[config.mk]
export PLATFORM = sky130hd
export DESIGN_NAME = tl_ul_arbiter2_flat
export DESIGN_NICKNAME = d
export VERILOG_FILES = /design/src/rtl/tl_ul_arb_pkg.sv /design/src/rtl/tl_ul_arbiter2_if.sv /design/src/rtl/tl_beat_counter.sv /design/src/rtl/tl_ul_arbiter2.sv /design/src/flat_wrapper.sv
export SDC_FILE = /design/constraint.sdc
export NUM_CORES = 1
export LEC_CHECK = 0
export ABC_AREA = 1
export ABC_CLOCK_PERIOD_IN_PS = 2600
export BUFFER_PORTS_ARGS = -buffer_cell sky130_fd_sc_hd__buf_2
export CORE_AREA = 2 2 159 161
export CTS_CLUSTER_DIAMETER = 150
export DETAILED_ROUTE_END_ITERATION = 6
export DIE_AREA = 0 0 161 163
export MAX_ROUTING_LAYER = met4
export SYNTH_ARGS = -nofsm -noshare
export SYNTH_HDL_FRONTEND = slang
export SYNTH_SLANG_ARGS = --single-unit
export TNS_END_PERCENT = 100
[constraint.sdc]
create_clock -name clock -period 2.6 [get_ports clock]
set_input_delay 0.52 -clock clock [delete_from_list [all_inputs] [get_ports clock]]
set_output_delay 0.52 -clock clock [all_outputs]
set_load 0.02 [all_outputs]
[src/rtl/tl_ul_arb_pkg.sv]
// tl_ul_arbiter2 shared definitions: TL-UL field widths,
// opcodes and the beats-per-message helper.
package tl_ul_arb_pkg;

  localparam int A_W   = 82;
  localparam int AM_W  = 83;
  localparam int D_W   = 50;
  localparam int DR_W  = 49;
  localparam int SRC_W = 6;

  localparam logic [2:0] OP_PUT_FULL          = 3'd0;
  localparam logic [2:0] OP_PUT_PARTIAL       = 3'd1;
  localparam logic [2:0] OP_ARITH             = 3'd2;
  localparam logic [2:0] OP_LOGICAL           = 3'd3;
  localparam logic [2:0] OP_GET               = 3'd4;
  localparam logic [2:0] OP_ACCESS_ACK_DATA   = 3'd1;

  typedef logic [4:0] beats_t;

  // 4-byte beats; messages wider than 64 bytes clamp to 16
  function automatic beats_t tl_beats(
    input logic       has_data,
    input logic [3:0] size
  );
    beats_t n;
    if (!has_data || size <= 4'd2) n = 5'd1;
    else if (size >= 4'd6)         n = 5'd16;
    else                           n = 5'd1 << (size - 4'd2);
    return n;
  endfunction

endpackage

[src/rtl/tl_ul_arbiter2_if.sv]
// tl_ul_arbiter2 bus bundle: two upstream A/D ports
// and the merged downstream A/D port.
interface tl_ul_arbiter2_if;
  import tl_ul_arb_pkg::*;

  logic            a0_valid;
  logic            a0_ready;
  logic [A_W-1:0]  a0_bits;
  logic            a1_valid;
  logic            a1_ready;
  logic [A_W-1:0]  a1_bits;

  logic            a_valid;
  logic            a_ready;
  logic [AM_W-1:0] a_bits;

  logic            d_valid;
  logic            d_ready;
  logic [D_W-1:0]  d_bits;

  logic            d0_valid;
  logic            d0_ready;
  logic [DR_W-1:0] d0_bits;
  logic            d1_valid;
  logic            d1_ready;
  logic [DR_W-1:0] d1_bits;

  modport master (
    input  a0_valid, a0_bits, a1_valid, a1_bits,
    input  a_ready, d_valid, d_bits,
    input  d0_ready, d1_ready,
    output a0_ready, a1_ready, a_valid, a_bits,
    output d_ready, d0_valid, d0_bits,
    output d1_valid, d1_bits
  );

  modport slave (
    output a0_valid, a0_bits, a1_valid, a1_bits,
    output a_ready, d_valid, d_bits,
    output d0_ready, d1_ready,
    input  a0_ready, a1_ready, a_valid, a_bits,
    input  d_ready, d0_valid, d0_bits,
    input  d1_valid, d1_bits
  );

endinterface

[src/rtl/tl_beat_counter.sv]
// Remaining-beat counter for one multi-beat message:
// load with beats-1 on the first beat, count down after.
module tl_beat_counter
  import tl_ul_arb_pkg::*;
(
  input  logic   clock,
  input  logic   reset_n,
  input  logic   load,
  input  beats_t load_val,
  input  logic   dec,
  output logic   busy,
  output logic   last
);

  beats_t cnt_q;

  // load on first beat, decrement on each later beat
  always_ff @(posedge clock or negedge reset_n) begin
    if (!reset_n) begin
      cnt_q <= '0;
    end else if (load) begin
      cnt_q <= load_val;
    end else if (dec && cnt_q != '0) begin
      cnt_q <= cnt_q - 5'd1;
    end
  end

  assign busy = (cnt_q != '0);
  assign last = (cnt_q == 5'd1);

endmodule

[src/rtl/tl_ul_arbiter2.sv]
// Two-to-one TL-UL arbiter with tagged sources and D routing.
// TL_ARB_RR_EN selects round-robin; otherwise port 0 has priority.
module tl_ul_arbiter2
  import tl_ul_arb_pkg::*;
#(
  parameter int MAX_OUTSTANDING = 15
) (
  input logic             clock,
  input logic             reset_n,
  tl_ul_arbiter2_if.master bus
);

  localparam logic [3:0] MAX_O = 4'(MAX_OUTSTANDING);
  localparam logic [0:0] IDLE   = 1'b0;
  localparam logic [0:0] LOCKED = 1'b1;

  logic [0:0]     state;
  logic           gnt_q;
  logic           stall_q;
  logic [3:0]     out0_q;
  logic [3:0]     out1_q;
  logic           elig0;
  logic           elig1;
  logic           pick;
  logic           hold;
  logic           sel;
  logic           req;
  logic [A_W-1:0] a_sel;
  beats_t         a_beats;
  logic           a_fire;
  logic           first;
  logic           a_last;
  logic           a_busy;
  logic           a_cnt_last;
  logic           tgt;
  logic           d_fire;
  beats_t         d_beats;
  logic           d_busy;
  logic           d_cnt_last;
  logic           d_last;
  logic           inc0;
  logic           inc1;
  logic           dec0;
  logic           dec1;

  assign state = a_busy ? LOCKED : IDLE;
  assign elig0 = bus.a0_valid && (out0_q < MAX_O);
  assign elig1 = bus.a1_valid && (out1_q < MAX_O);

`ifdef TL_ARB_RR_EN
  logic ptr_q;
  assign pick = elig1 & (~elig0 | ptr_q);
`else
  assign pick = ~elig0 & elig1;
`endif

  assign hold  = (state == LOCKED) | stall_q;
  assign sel   = hold ? gnt_q : pick;
  assign req   = hold ? (sel ? bus.a1_valid : bus.a0_valid)
                      : (elig0 | elig1);
  assign a_sel = sel ? bus.a1_bits : bus.a0_bits;

  assign bus.a_valid  = reset_n & req;
  assign bus.a0_ready = reset_n & req & ~sel & bus.a_ready;
  assign bus.a1_ready = reset_n & req & sel & bus.a_ready;
  assign bus.a_bits   = {a_sel[81:72], sel, a_sel[71:0]};

  assign a_fire  = bus.a_valid & bus.a_ready;
  assign first   = (state == IDLE);
  assign a_beats = tl_beats(a_sel[81:79] < OP_GET, a_sel[75:72]);
  assign a_last  = first ? (a_beats == 5'd1) : a_cnt_last;

  tl_beat_counter u_a_cnt (
    .clock    (clock),
    .reset_n  (reset_n),
    .load     (a_fire & first),
    .load_val (a_beats - 5'd1),
    .dec      (a_fire & ~first),
    .busy     (a_busy),
    .last     (a_cnt_last)
  );

  // remember the grant and whether the head beat is stalled
  always_ff @(posedge clock or negedge reset_n) begin
    if (!reset_n) begin
      gnt_q   <= 1'b0;
      stall_q <= 1'b0;
    end else begin
      gnt_q   <= sel;
      stall_q <= bus.a_valid & ~bus.a_ready;
    end
  end

`ifdef TL_ARB_RR_EN
  // after a message completes, favour the other requester
  always_ff @(posedge clock or negedge reset_n) begin
    if (!reset_n) begin
      ptr_q <= 1'b0;
    end else if (a_fire && a_last) begin
      ptr_q <= ~sel;
    end
  end
`endif

  assign tgt          = bus.d_bits[40];
  assign bus.d_ready  = reset_n & (tgt ? bus.d1_ready
                                       : bus.d0_ready);
  assign bus.d0_valid = reset_n & bus.d_valid & ~tgt;
  assign bus.d1_valid = reset_n & bus.d_valid & tgt;
  assign bus.d0_bits  = {bus.d_bits[49:41], bus.d_bits[39:0]};
  assign bus.d1_bits  = {bus.d_bits[49:41], bus.d_bits[39:0]};

  assign d_fire  = bus.d_valid & bus.d_ready;
  assign d_beats = tl_beats(
    bus.d_bits[49:47] == OP_ACCESS_ACK_DATA,
    bus.d_bits[44:41]);
  assign d_last  = d_busy ? d_cnt_last : (d_beats == 5'd1);

  tl_beat_counter u_d_cnt (
    .clock    (clock),
    .reset_n  (reset_n),
    .load     (d_fire & ~d_busy),
    .load_val (d_beats - 5'd1),
    .dec      (d_fire & d_busy),
    .busy     (d_busy),
    .last     (d_cnt_last)
  );

  assign inc0 = a_fire & first & ~sel;
  assign inc1 = a_fire & first & sel;
  assign dec0 = d_fire & d_last & ~tgt & (out0_q != 4'd0);
  assign dec1 = d_fire & d_last & tgt & (out1_q != 4'd0);

  // in-flight message count per requester
  always_ff @(posedge clock or negedge reset_n) begin
    if (!reset_n) begin
      out0_q <= 4'd0;
      out1_q <= 4'd0;
    end else begin
      if (inc0 && !dec0)      out0_q <= out0_q + 4'd1;
      else if (dec0 && !inc0) out0_q <= out0_q - 4'd1;
      if (inc1 && !dec1)      out1_q <= out1_q + 4'd1;
      else if (dec1 && !inc1) out1_q <= out1_q - 4'd1;
    end
  end

endmodule

[src/flat_wrapper.sv]
// flat-port wrapper written by rule: the top's interface ports become plain ports
module tl_ul_arbiter2_flat import tl_ul_arb_pkg::*;
#(
  parameter int MAX_OUTSTANDING = 15
)
  (clock, reset_n, bus_a0_valid, bus_a0_bits, bus_a1_valid, bus_a1_bits, bus_a_ready, bus_d_valid, bus_d_bits, bus_d0_ready, bus_d1_ready, bus_a0_ready, bus_a1_ready, bus_a_valid, bus_a_bits, bus_d_ready, bus_d0_valid, bus_d0_bits, bus_d1_valid, bus_d1_bits);
  tl_ul_arbiter2_if bus_i ();
  input logic clock;
  input logic reset_n;
  input wire logic [$bits(bus_i.a0_valid)-1:0] bus_a0_valid;
  input wire logic [$bits(bus_i.a0_bits)-1:0] bus_a0_bits;
  input wire logic [$bits(bus_i.a1_valid)-1:0] bus_a1_valid;
  input wire logic [$bits(bus_i.a1_bits)-1:0] bus_a1_bits;
  input wire logic [$bits(bus_i.a_ready)-1:0] bus_a_ready;
  input wire logic [$bits(bus_i.d_valid)-1:0] bus_d_valid;
  input wire logic [$bits(bus_i.d_bits)-1:0] bus_d_bits;
  input wire logic [$bits(bus_i.d0_ready)-1:0] bus_d0_ready;
  input wire logic [$bits(bus_i.d1_ready)-1:0] bus_d1_ready;
  output wire logic [$bits(bus_i.a0_ready)-1:0] bus_a0_ready;
  output wire logic [$bits(bus_i.a1_ready)-1:0] bus_a1_ready;
  output wire logic [$bits(bus_i.a_valid)-1:0] bus_a_valid;
  output wire logic [$bits(bus_i.a_bits)-1:0] bus_a_bits;
  output wire logic [$bits(bus_i.d_ready)-1:0] bus_d_ready;
  output wire logic [$bits(bus_i.d0_valid)-1:0] bus_d0_valid;
  output wire logic [$bits(bus_i.d0_bits)-1:0] bus_d0_bits;
  output wire logic [$bits(bus_i.d1_valid)-1:0] bus_d1_valid;
  output wire logic [$bits(bus_i.d1_bits)-1:0] bus_d1_bits;
  assign bus_i.a0_valid = bus_a0_valid;
  assign bus_i.a0_bits = bus_a0_bits;
  assign bus_i.a1_valid = bus_a1_valid;
  assign bus_i.a1_bits = bus_a1_bits;
  assign bus_i.a_ready = bus_a_ready;
  assign bus_i.d_valid = bus_d_valid;
  assign bus_i.d_bits = bus_d_bits;
  assign bus_i.d0_ready = bus_d0_ready;
  assign bus_i.d1_ready = bus_d1_ready;
  assign bus_a0_ready = bus_i.a0_ready;
  assign bus_a1_ready = bus_i.a1_ready;
  assign bus_a_valid = bus_i.a_valid;
  assign bus_a_bits = bus_i.a_bits;
  assign bus_d_ready = bus_i.d_ready;
  assign bus_d0_valid = bus_i.d0_valid;
  assign bus_d0_bits = bus_i.d0_bits;
  assign bus_d1_valid = bus_i.d1_valid;
  assign bus_d1_bits = bus_i.d1_bits;
  tl_ul_arbiter2 #(.MAX_OUTSTANDING(MAX_OUTSTANDING)) u_core (.clock(clock), .reset_n(reset_n), .bus(bus_i));
endmodule
Word level (Yosys, flattened, before mapping). Index checks and enable logic that the tools add are counted.

Register bits: 20. Bits in latches: 0. Bits in writable memories: 0. Memory bits (read-only): 0. Bits of input ports: 222. Output and inout bits: 187. Memories: 0.

Add/sub/neg operators: 10. Multiply operators: 0. Divide/modulo/power cells: 0. $lt $le $gt $ge: 7. Equality and inequality tests: 3. Shift operators: 2. Muxes and demuxes: 19. Bitwise logic cells: 32. Reductions and logical operators: 24.

Operators by type and width (number): $mux W82 (1); $mux W5 (8); $and A1 B1 Y1 (24); $sub A5 B1 Y5 const B (4); $mux W4 (4); $eq A5 B1 Y1 const B (2); $reduce_bool A5 Y1 (2); $shl A1 B4 Y5 const A (2); $add A4 B1 Y4 const B (2); $ge A4 B3 Y1 const B (2); $le A4 B2 Y1 const B (2); $logic_and A1 B1 Y1 (8); $lt A4 B4 Y1 const B (2); $reduce_bool A2 Y1 (4); $reduce_bool A4 Y1 (2); $sub A4 B1 Y4 const B (2); $sub A4 B2 Y4 const B (2); $logic_not A1 Y1 (6); $mux W1 (6); $not A1 Y1 (6); $eq A3 B1 Y1 const B (1); $lt A3 B3 Y1 const B (1); $logic_or A1 B1 Y1 (2); $or A1 B1 Y1 (2).

Logic depth before layout (Yosys ltp).
Word-level depth: 15. Mapped depth: 22.

Hierarchy. From an unflattened synthesis, not the netlist that was laid out.

Cells, all modules: 657. Area, all modules: 3828.7 µm².

Modules (own cells, without submodules): tl_ul_arbiter2 (times used 1, cells each 567, area an instance 3110.5 µm², seq. area each 250.2 µm²); tl_beat_counter (times used 2, cells each 45, area an instance 359.1 µm², seq. area each 125.1 µm²).

Worst setup path before layout. OpenSTA, ideal clock, no wires.

Path type: input port to flip-flop. Start: input bus_d_bits[43]. End: register u_core.out0_q[3]. Arrival: 3018 ps. Path slack: -543 ps. Stages: 22. Path through: inv_1 ha_1 nor3b_1 nor3b_1 inv_1 a21oi_1 inv_1 ha_1 nand3_1 nand2_1 o2111ai_1 nor2_1 nand2_1 ha_1 inv_1 ha_1 a21o_1 a21oi_1 nand2_1 nand2_1 nor2_1 xor2_1.

Word-level cells in the longest chain between the ends: 12. Elaborated cells on any way between the ends: 17. Those cells by class: add/sub: 1; order compare: 2; eq/ne: 1; shift: 1; mux: 4; bitwise: 3; reduce/logical: 5.

RTL lines: start: declaration (line flat_wrapper.sv:16) `input wire logic [$bits(bus_i.d_bits)-1:0] bus_d_bits;`; $sub A4 B2 Y4 (line tl_ul_arb_pkg.sv:28) `else n = 5'd1 << (size - 4'd2);`; $shl A1 B4 Y5 (line tl_ul_arb_pkg.sv:28); $mux W5 (line tl_ul_arb_pkg.sv:27) `else if (size >= 4'd6) n = 5'd16;`; $mux W5 * (line tl_ul_arb_pkg.sv:26) `if (!has_data || size <= 4'd2) n = 5'd1;`; $eq A5 B1 Y1 * (line tl_ul_arbiter2.sv:117) `assign d_last = d_busy ? d_cnt_last : (d_beats == 5'd1);`; $mux W1 * (line tl_ul_arbiter2.sv:117); $and A1 B1 Y1 * (3 in a row) (line tl_ul_arbiter2.sv:131) `assign dec0 = d_fire & d_last & ~tgt & (out0_q != 4'd0);`; $logic_not A1 Y1 (line tl_ul_arbiter2.sv:140) `if (inc0 && !dec0) out0_q <= out0_q + 4'd1;`; $logic_and A1 B1 Y1 (line tl_ul_arbiter2.sv:140); $mux W4 / $reduce_bool A2 Y1 (equally long branches); end signal: assignment (line tl_ul_arbiter2.sv:140); end signal: assignment (line tl_ul_arbiter2.sv:141) `else if (dec0 && !inc0) out0_q <= out0_q - 4'd1;`; end: declaration (line tl_ul_arbiter2.sv:20) `logic [3:0] out0_q;`.

Mark *: on every way between the ends. The rest lies on a longest branch, timed or not. A chain may end at the register's enable or synchronous reset.

Worst setup path in the final report.
Start: input bus_d_bits[42]. End: register u_core.out1_q[3].

Word-level cells in the longest chain between the ends: 12. Elaborated cells on any way between the ends: 17. Those cells by class: add/sub: 1; order compare: 2; eq/ne: 1; shift: 1; mux: 4; bitwise: 3; reduce/logical: 5.

RTL lines: $sub A4 B2 Y4 (line tl_ul_arb_pkg.sv:28); $shl A1 B4 Y5 (line tl_ul_arb_pkg.sv:28); $mux W5 (line tl_ul_arb_pkg.sv:27); $mux W5 * (line tl_ul_arb_pkg.sv:26); $eq A5 B1 Y1 * (line tl_ul_arbiter2.sv:117); $mux W1 * (line tl_ul_arbiter2.sv:117); $and A1 B1 Y1 * (3 in a row) (line tl_ul_arbiter2.sv:132) `assign dec1 = d_fire & d_last & tgt & (out1_q != 4'd0);`; $logic_not A1 Y1 (line tl_ul_arbiter2.sv:142) `if (inc1 && !dec1) out1_q <= out1_q + 4'd1;`; $logic_and A1 B1 Y1 (line tl_ul_arbiter2.sv:142); $mux W4 / $reduce_bool A2 Y1 (equally long branches); end signal: assignment (line tl_ul_arbiter2.sv:142); end signal: assignment (line tl_ul_arbiter2.sv:143) `else if (dec1 && !inc1) out1_q <= out1_q - 4'd1;`; end: declaration (line tl_ul_arbiter2.sv:21) `logic [3:0] out1_q;`.

Marks and branches as above.

==> results by group <==
Clock network
  • CTS root buf: clkbuf_16
  • Hold Buf Count CTS: 0
  • CTS tree: done
  • Sink Count: 20
  • H-Tree Depth: 1
  • Max Buffers Root-to-Sink: 2
  • CTS clk-pin slew, worst paths: around 0.060 ns
  • Later-pin clock latency in the skew report: about 0.26 ns
  • CTS Buf Count: 3

Synthesis
  • #FFs+latches synth: 20
  • Sequential-to-total area share from yosys stat: 13.9%
  • Synth Net Count: approximately 860
  • Count of cell types in the netlist: 40
  • Synthesis Warnings: 0
  • Area of the mapped netlist: around 3600 sq um
  • Post-Syn Area per Cell: 5.78 sq um
  • Synth Instances: 622

STA
  • Worst hold slack: around 0.24 ns
  • Final setup fails: 61
  • Worst setup margin: -0.350 ns
  • Worst slew margin: 79.3%
  • Final min period: approximately 3 ns
  • Hold Violations, Final: 0
  • Achievable Freq: 339 MHz
  • Setup Skew: between 0.003 and 0.004 ns
  • Slew @ Worst Pin: a little over 0.3 ns
  • RSZ-0062 raised after global routing: true
  • Slew Viols, Final: 0
  • Final period utilization: 113%

Route
  • Post-route ant nets: 0
  • Via-to-Cell Ratio: just under 4
  • Drt wl/cell: between 15 and 20 microns
  • Number of remaining DRC errors: 0
  • TritonRoute pass-1 iters: 4
  • WL final: between 20,000 and 25,000 microns
  • Via count: between 4,000 and 5,000
  • Initial DRC count: approximately 250

Placement
  • HPWL after DPL: ~15,000 microns
  • Port bufs: 282
  • Dpl ws: -0.805 ns
  • Gp weighted congestion: approximately 0.8

Min path
  • Worst Hold Class: in -> async

Power
  • Cell leakage power: 4.22 nW
  • Power Density: around 1300 nW/um^2
  • Max VDD drop: ~0.67 mV

GRT
  • Total track usage: about 12%
  • Largest net degree at the start of global routing: 43
  • Antenna violations before repair: 2
  • Grt ovf: 0
  • First-pass GRT wire length: about 24,000 microns
  • Number of global-route vias before repair: 4,047

Finish
  • Area Growth Syn to Fin: 117%
  • Share of cells above drive strength 1: just over 70%
  • Final nets: roughly 1,200

Outcome
  • Failing checks: setup timing
  • Status: complete, but fails checks

Die
  • Chip width: 161 microns
  • Die height: roughly 160 microns
  • Core Region: ~25,000 sq um
  • # rows: a little under 60
  • Ports: 409
  • Die ar.: roughly 26,000 sq um
  • Initial core utilization: between 10 and 15%

Worst setup path
  • Arr. time, crit path: 3.10 ns
  • CP max FO: 5
  • Crit path capture type: flop
  • WS Path Type: in -> reg
  • Startpoint types: input pin
  • Worst EP required: between 2 and 3 ns

Job
  • MaxCap Viol Count: 0
[critical path: stages]
cell and delay, ns:
buf_8 0.11, buf_6 0.13, a21oi_4 0.15, inv_2 0.07, nor3_4 0.22, a21oi_2 0.10, inv_1 0.07, ha_2 0.16
nand3_2 0.08, nand2_2 0.07, o2111ai_2 0.10, nor2_1 0.14, nand2_1 0.10, ha_4 0.18, inv_4 0.06, ha_4 0.19
a21o_1 0.16, a21oi_2 0.15, nor2_1 0.05, nor2_1 0.10, nand2_1 0.07, xnor2_1 0.12
[power breakdown]
part,switching (mW),internal [mW]
logic,4.66,4.25
clock network,0.128,0.235
registers,0.0763,0.436
[stage by stage]
stage,std cells,power (mW),util [%],TNS (ns),area (sq um)
after CTS,1219,6.29,23.5,-1.54,5800
final,1243,9.78,31.6,-5.99,7790
after global routing,1243,10.4,31.6,-14.07,7790
after detailed placement,1196,5.29,21.5,-5.02,5310
after floorplan,622,3.67,-,-1.27,3700
after global placement,1196,5.23,21.5,-3.99,5310
[worst paths after layout]
kind	startpoint	endpoint	slack, ns	cells after the start
setup / recovery	bus_d_bits[42]	u_core.out1_q[3]	-0.35	22
hold / removal	reset_n	u_core.u_d_cnt.cnt_q[2]	0.24	2
setup reg to reg	u_core.u_a_cnt.cnt_q[1]	u_core.out1_q[3]	-0.20	20
hold reg to reg	u_core.u_d_cnt.cnt_q[4]	u_core.u_d_cnt.cnt_q[4]	0.54	2
max in group asynchronous	reset_n	u_core.u_a_cnt.cnt_q[1]	2.12	2
min in group clock	bus_a_ready	u_core.stall_q	0.47	2
[flip-flops by register name, summed over array words and instances (netlist names)]
register and count:
u_core.out0_q 4, u_core.stall_q 1, u_core.u_d_cnt.cnt_q 5, u_core.gnt_q 1, u_core.out1_q 4, u_core.u_a_cnt.cnt_q 5
[kinds of logic after synthesis]
family                     after synthesis  synth area share [%]
muxes                                    1                 0.313
and+or+nand+nor                        379                  44.3
DFF                                     20                  13.9
xor gates and xnor gates                11                  2.68
AOI/OAI and AO/OA                       29                  4.70
adders and majority gates               17                  6.34
buffers and inverters                  165                  27.7
[final cells by class]
| type | instances | area [sq um] |
|---|---|---|
| fill | 2593 | 16900 |
| inverter | 49 | 211 |
| sequential | 20 | 500 |
| antenna | 2 | 5.00 |
| clock buffer | 4 | 88.8 |
| tap | 330 | 413 |
| multi-input combinational | 437 | 3320 |
| timing repair buffer | 401 | 3250 |
[synthesized netlist by cell type (all sizes together)]
| library cell | instances | share of area, % |
|---|---|---|
| o21ai | 13 | 1.9 |
| a21o | 2 | 0.42 |
| a21oi | 9 | 1.4 |
| o2111ai | 1 | 0.24 |
| nand3 | 21 | 3.6 |
| nor2 | 34 | 4.0 |
| or2 | 1 | 0.17 |
| a31oi | 1 | 0.17 |
| nand2 | 302 | 33 |
| xor2 | 4 | 0.97 |
| fa | 2 | 1.1 |
| nor3b | 3 | 0.63 |
| o21bai | 1 | 0.21 |
| dfrtp | 20 | 14 |
| mux2 | 1 | 0.31 |
| nand4 | 3 | 0.52 |
| xnor2 | 7 | 1.7 |
| nor4 | 2 | 0.35 |
| a22oi | 1 | 0.21 |
| inv | 49 | 5.1 |
| nor3 | 8 | 1.1 |
| nand3b | 3 | 0.63 |
| buf | 102 | 21 |
| or4 | 2 | 0.42 |
| ha | 15 | 5.2 |
| clkbuf | 14 | 1.5 |
| o22ai | 1 | 0.17 |
[layer usage]
layer	part of all wire [%]	track usage [%]	wire length, microns
met1	33	13.0	7250
met4	3.3	3.49	715
met3	18	10.9	3920
met2	45	17.2	9890
met5	0	-	0
[placed cells by master, fill, tap and decap left out, types with 3 or more instances in the layout]
master     count
buf_6         89
nor2_2         6
nand3_1        7
inv_1         36
ha_1           3
buf_2        207
nor2_1        22
nand3b_1       3
dfrtp_1       20
a21oi_1        4
ha_4          10
inv_2          8
xor2_1         3
nor3_1         3
nor3_2         3
xnor2_1        5
nand4_1        3
inv_4          3
nand2_2       87
nor2_4         6
nand2_8        3
buf_16         4
buf_8          5
clkbuf_16     14
nand2_4       77
buf_12         9
nand2_1      135
nand3_2        9
o21ai_1        4
o21ai_0        7
nand3_4        5
buf_4         76
a21oi_2        3
[timing repair]
| item | CTS | global route |
|---|---|---|
| setup buffers | 17 | 15 |
| setup endpoints to repair | 88 | 84 |
| gates cloned | 2 | 14 |
| gates resized for setup | 61 | 446 |
| pin swaps | 41 | 109 |
(Power assumes the default switching activity.)
